File: config.mk
export PLATFORM = sky130hd
export DESIGN_NAME = phase_peak_locator
export DESIGN_NICKNAME = d
export VERILOG_FILES = /design/src/rtl/phase_peak_locator.sv
export SDC_FILE = /design/constraint.sdc
export NUM_CORES = 1
export LEC_CHECK = 0
export BUFFER_PORTS_ARGS = -buffer_cell sky130_fd_sc_hd__buf_2
export CAP_MARGIN = 10
export CORE_UTILIZATION = 53
export DETAILED_ROUTE_END_ITERATION = 10
export HOLD_SLACK_MARGIN = 0.15
export PLACE_DENSITY = 0.78
export SLEW_MARGIN = 20
export SYNTH_ARGS = -nofsm -noshare
export SYNTH_HDL_FRONTEND = slang
export SYNTH_SLANG_ARGS = --single-unit
File: constraint.sdc
create_clock -name clk -period 6.1 [get_ports clk]
set_clock_uncertainty 0.2 [all_clocks]
set_input_delay 0.915 -clock clk [delete_from_list [all_inputs] [get_ports clk]]
set_output_delay 0.915 -clock clk [all_outputs]
set_load 0.01 [all_outputs]
File: src/rtl/phase_peak_locator.sv
// Streaming float32 argmax over a ROWS x COLS frame, reporting the peak as a wrapped shift or raw index.
// Define PEAK_SECOND_EN to also track the runner-up sample on out_second.
module phase_peak_locator #(
    parameter int unsigned ROWS         = 128,
    parameter int unsigned COLS         = 128,
    parameter int unsigned SIGNED_SHIFT = 1
) (
    input  logic        clk,
    input  logic        rst_n,
    input  logic        in_valid,
    output logic        in_ready,
    input  logic [31:0] in_data,
    input  logic        in_last,
    output logic        out_valid,
    input  logic        out_ready,
    output logic [31:0] out_row,
    output logic [31:0] out_col,
    output logic [31:0] out_peak,
    output logic [31:0] out_second,
    output logic        frame_err
);
    localparam int unsigned RW = $clog2(ROWS);
    localparam int unsigned CW = $clog2(COLS);
    localparam int unsigned DW = 32;
    localparam int unsigned KW = 31;
    localparam logic [0:0] SCAN = 1'b0;
    localparam logic [0:0] DONE = 1'b1;

    logic [0:0]    state, state_d;
    logic [RW-1:0] row_cnt, row_cnt_d, best_r, best_r_d;
    logic [CW-1:0] col_cnt, col_cnt_d, best_c, best_c_d;
    logic [KW-1:0] best_key, best_key_d;
    logic [DW-1:0] best_data, best_data_d;
    logic          in_ready_d, out_valid_d, frame_err_d;
    logic [DW-1:0] out_row_d, out_col_d, out_peak_d;

    logic          accept, at_origin, term, frame_end, upd, is_nan;
    logic [KW-1:0] key;
    logic [RW-1:0] win_r;
    logic [CW-1:0] win_c;

    // Negative values and NaNs compete as zero; non-negative float order equals unsigned bit order
    assign is_nan    = (in_data[30:23] == 8'hFF) && (in_data[22:0] != 23'd0);
    assign key       = (in_data[31] || is_nan) ? '0 : in_data[30:0];
    assign accept    = in_valid && in_ready;
    assign at_origin = (row_cnt == '0) && (col_cnt == '0);
    assign term      = (row_cnt == RW'(ROWS - 1)) && (col_cnt == CW'(COLS - 1));
    assign frame_end = accept && (in_last || term);
    assign upd       = accept && (at_origin || (key > best_key));
    assign win_r     = upd ? row_cnt : best_r;
    assign win_c     = upd ? col_cnt : best_c;

    function automatic logic [DW-1:0] map_row(input logic [RW-1:0] r);
        if (SIGNED_SHIFT != 0) return {{(DW - RW){r[RW-1]}}, r};
        return DW'(r);
    endfunction

    function automatic logic [DW-1:0] map_col(input logic [CW-1:0] c);
        if (SIGNED_SHIFT != 0) return {{(DW - CW){c[CW-1]}}, c};
        return DW'(c);
    endfunction

    // Next-state and registered-output logic
    always_comb begin
        state_d     = state;
        in_ready_d  = in_ready;
        out_valid_d = out_valid;
        row_cnt_d   = row_cnt;
        col_cnt_d   = col_cnt;
        best_key_d  = best_key;
        best_data_d = best_data;
        best_r_d    = best_r;
        best_c_d    = best_c;
        out_row_d   = out_row;
        out_col_d   = out_col;
        out_peak_d  = out_peak;
        frame_err_d = frame_err;
        if (upd) begin
            best_key_d  = key;
            best_data_d = in_data;
            best_r_d    = row_cnt;
            best_c_d    = col_cnt;
        end
        case (state)
            SCAN: begin
                if (frame_end) begin
                    row_cnt_d   = '0;
                    col_cnt_d   = '0;
                    state_d     = DONE;
                    in_ready_d  = 1'b0;
                    out_valid_d = 1'b1;
                    out_row_d   = map_row(win_r);
                    out_col_d   = map_col(win_c);
                    out_peak_d  = upd ? in_data : best_data;
                    frame_err_d = in_last != term;
                end else if (accept) begin
                    if (col_cnt == CW'(COLS - 1)) begin
                        col_cnt_d = '0;
                        row_cnt_d = row_cnt + RW'(1);
                    end else begin
                        col_cnt_d = col_cnt + CW'(1);
                    end
                end
            end
            DONE: begin
                if (out_ready) begin
                    state_d     = SCAN;
                    in_ready_d  = 1'b1;
                    out_valid_d = 1'b0;
                end
            end
            default: state_d = SCAN;
        endcase
    end

    always_ff @(posedge clk or negedge rst_n) begin
        if (!rst_n) begin
            state     <= SCAN;
            in_ready  <= 1'b1;
            out_valid <= 1'b0;
            row_cnt   <= '0;
            col_cnt   <= '0;
            best_key  <= '0;
            best_data <= '0;
            best_r    <= '0;
            best_c    <= '0;
            out_row   <= '0;
            out_col   <= '0;
            out_peak  <= '0;
            frame_err <= 1'b0;
        end else begin
            state     <= state_d;
            in_ready  <= in_ready_d;
            out_valid <= out_valid_d;
            row_cnt   <= row_cnt_d;
            col_cnt   <= col_cnt_d;
            best_key  <= best_key_d;
            best_data <= best_data_d;
            best_r    <= best_r_d;
            best_c    <= best_c_d;
            out_row   <= out_row_d;
            out_col   <= out_col_d;
            out_peak  <= out_peak_d;
            frame_err <= frame_err_d;
        end
    end

`ifdef PEAK_SECOND_EN
    logic [KW-1:0] sec_key, sec_key_d;
    logic [DW-1:0] sec_data, sec_data_d, out_second_d, out_second_q;

    // A displaced best becomes the runner-up; the first sample of a frame clears it
    always_comb begin
        sec_key_d  = sec_key;
        sec_data_d = sec_data;
        if (upd) begin
            sec_key_d  = at_origin ? '0 : best_key;
            sec_data_d = at_origin ? '0 : best_data;
        end else if (accept && (key > sec_key)) begin
            sec_key_d  = key;
            sec_data_d = in_data;
        end
        out_second_d = frame_end ? sec_data_d : out_second_q;
    end

    always_ff @(posedge clk or negedge rst_n) begin
        if (!rst_n) begin
            sec_key      <= '0;
            sec_data     <= '0;
            out_second_q <= '0;
        end else begin
            sec_key      <= sec_key_d;
            sec_data     <= sec_data_d;
            out_second_q <= out_second_d;
        end
    end

    assign out_second = out_second_q;
`else
    assign out_second = '0;
`endif

endmodule

==> impl_results.md <==
* Clk sinks at 141
* Met2 WL post-DR at 7.55 mm
* Critical path class: input pin to flop
* Sequential share of power at 33.5%
* Die height at 122 µm
* Area leader, netlist: dfrtp_1
* Leak at 0.00407 µW
* RSZ-0062 raised after global routing: no
* FF-to-FF Start: best_key[30]
* Minimum clock period at 4.98 ns
* Die area at 14,900 µm²
* DR top layer: met4
* CTS Buffer Depth at 2
* #FFs+latches synth at 141
* Critical path endpoint category: flop
* Int Pwr at 2950 µW
* Pin count of the biggest net entering global routing at 85
* Hpwl dp at 10.8 mm
* Clk pwr share at 23.3%
* Vias per cell at 5.49
* Initial antenna violation count at 0
* Layout Utilization at 61.9%
* Ys async rst share at 100%
* Synthesized instance count at 761
* Share of the synthesized area in the top cell type at 45.8%
* Layout cell share with drive strength beyond 1 at 27.4%
* TritonCTS clock tree: yes
* Top cells by area, synth: dfrtp_1, buf_4, mux2_2, ha_1, mux2_1
* Final wirelength at 16.2 mm
* GPL Wtd Cong at 0.786
* Met3 routed WL at 865 µm
* CTS Root Cell: clkbuf_16
* Pwr per Cell Area at 556 nW/µm²
* Area of the multi-input gates at 3290 µm²
* Post-placement setup slack at 0.862 ns
* Net Sw Power at 1860 µW
* I/O pin count at 168
* Switching part of the total at 38.6%
* FF/Latch Area at 3530 µm²
* R2R Setup Slk at 2.57 ns
* Hold Path Origin: best_data[14]
* Layout net count at 907
* Post-Syn Area per Cell at 10.0 µm²
* Setup Fix Bufs, Post-CTS at 0
* Yosys cell types at 38
* Final Worst Setup Slack at 1.12 ns
* Row Count at 43
* Crit path DAT at 5.08 ns
* Drt pass-1 iters at 5
* Antenna Cells at 0
* Most common cell after layout, fill and taps aside: dfrtp_1
* CP required at 6.20 ns
* Die X at 122 µm
* Worst vdd ir at 0.000279 V
* First-pass GRT wire length at 27.0 mm
* Commonest non-fill, non-tap cells in the layout: dfrtp_1, buf_2, nor2_1
* Post-Route Setup TNS at 0 ns
* Part of the cycle the worst path needs at 81.7%
* CTS H-tree lvls at 4
* Wire length on met1 at 7.53 mm
* Design Power at 4810 µW
* Layout fillers at 1,148
* Total GRT Usage at 23.6%
* # port buffers at 135
* Total CTS buffers at 17
* Area Growth Syn to Fin at 13.4%
* Status: completed
* Routed Antenna Nets at 0
* CP Launch Type: input pin
* Post-synthesis sequential area ratio at 46.2%
* Final Hold Violating Endpoints at 0
* Clock-pin slew on the worst setup and hold paths at 0.06 ns
* Final setup viols at 0
* Rel. slew slack at 47.3%
* Hold WC Path Type: flop to flop
* Core footprint at 14,000 µm²
* Fmax at 0.201 GHz
* DR DRC count at 0
* Vias at 5,640
* Overflow after GRT at 0
* Worst setup path start: in_data[17]
* Ys flop type: dfrtp_1
* Post-synth EDFFs at 0
* Max Slew Vio Count at 0
* Clk_lat worst skew at 0.42 ns
* Mapped Area at 7640 µm²
* Ys Warns at 0
* Vias in the first global route at 5,302
* Starting Density at 54.6%
* Starting DRC count in detailed routing at 245
* Comb pwr share at 43.2%
* Cts repair resizes at 0
* Avg WL per Cell at 15.8 µm
* Worst-Margin Slew at 0.791 ns
* Max-cap violations at 0
* Hold-fix buffers, CTS at 0
* CP max FO at 29
worst max-delay path: stages:
cell     delay, ns
buf_2         0.12
nor4_1        0.42
and4_1        0.26
nand3_1       0.08
a21oi_1       0.19
buf_4         0.22
and2_1        0.18
ha_1          0.16
nand4_1       0.21
nor4_1        0.54
nor4_1        0.18
a21o_1        0.23
or3_2         0.72
buf_12        0.28
mux2_1        0.33
kinds of logic (layout without fill, tap and decap cells):
kind of cell	after synthesis	after routing	share of synthesized area [%]
other cells	1	32	0.0491
buf+inv	163	218	12.5
simple gates	201	201	13.0
mux	78	78	11.5
flops	141	141	46.2
xor+xnor	10	10	1.15
fa+ha+maj	36	36	5.89
compound gates	131	131	9.69
registers in the layout, indices dropped and copies added (netlist names), 7 cells and up:
register   cells
best_key      31
best_c         7
row_cnt        7
out_peak      32
col_cnt        7
best_data     32
out_row        7
out_col        7
best_r         7
stage by stage:
| step | cell area (µm²) | hold slack, ns | instances |
|---|---|---|---|
| 3_3_place_gp | 7980 | 0.267 | 994 |
| 3_5_place_dp | 7980 | 0.275 | 994 |
| 6_report | 8660 | 0.284 | 1027 |
| 2_1_floorplan | 7760 | 0.258 | 792 |
| 5_1_grt | 8660 | 0.302 | 1027 |
| 4_1_cts | 8640 | 0.287 | 1026 |
cells in the mapped netlist (3+ instances only):
cell,count
a211oi_1,3
a21oi_1,15
a31oi_1,47
and2_1,30
and3_1,3
and4_1,3
buf_2,5
buf_4,82
buf_6,4
clkbuf_1,34
dfrtp_1,140
ha_1,36
inv_1,38
mux2_1,29
mux2_2,48
nand2_1,16
nand3_1,51
nand4_1,13
nor2_1,67
nor3_1,5
nor4_1,9
o21ai_0,59
xnor2_1,3
xor2_1,7
per-layer routing:
layer | global-route usage (%) | up-vias
li1 | - | 2690
met1 | 31.8 | 2739
met2 | 37.3 | 190
met3 | 4.78 | 21
met4 | 9.60 | 0
met5 | 0 | -
area by class of cell:
cell class                 instances  area share [%]
clock buffer                      22            5.70
clock inverter                    10            1.83
inverter                          38            1.65
multi-input combinational        488            38.0
sequential                       141            40.7
tap                              180            2.60
timing repair buffer             148            9.52
power by group through the flow:
stage | Clock [µW] | Combinational, µW | Sequential [µW]
after floorplan | 0 | 1530 | 1660
after global placement | 0 | 2000 | 1610
after detailed placement | 0 | 2050 | 1630
after CTS | 1140 | 2060 | 1620
after global routing | 1180 | 2340 | 1680
final | 1120 | 2080 | 1610
worst paths after layout:
kind / endpoint / cells past startpoint
max in group asynchronous: best_data[21] / 2
min reg2reg: best_data[14] / 1
min in group asynchronous: best_data[17] / 1
min: best_data[14] / 1
max: best_data[17] / 15
max reg2reg: best_data[17] / 9
No activity file was read; power rests on OpenSTA's default activity.
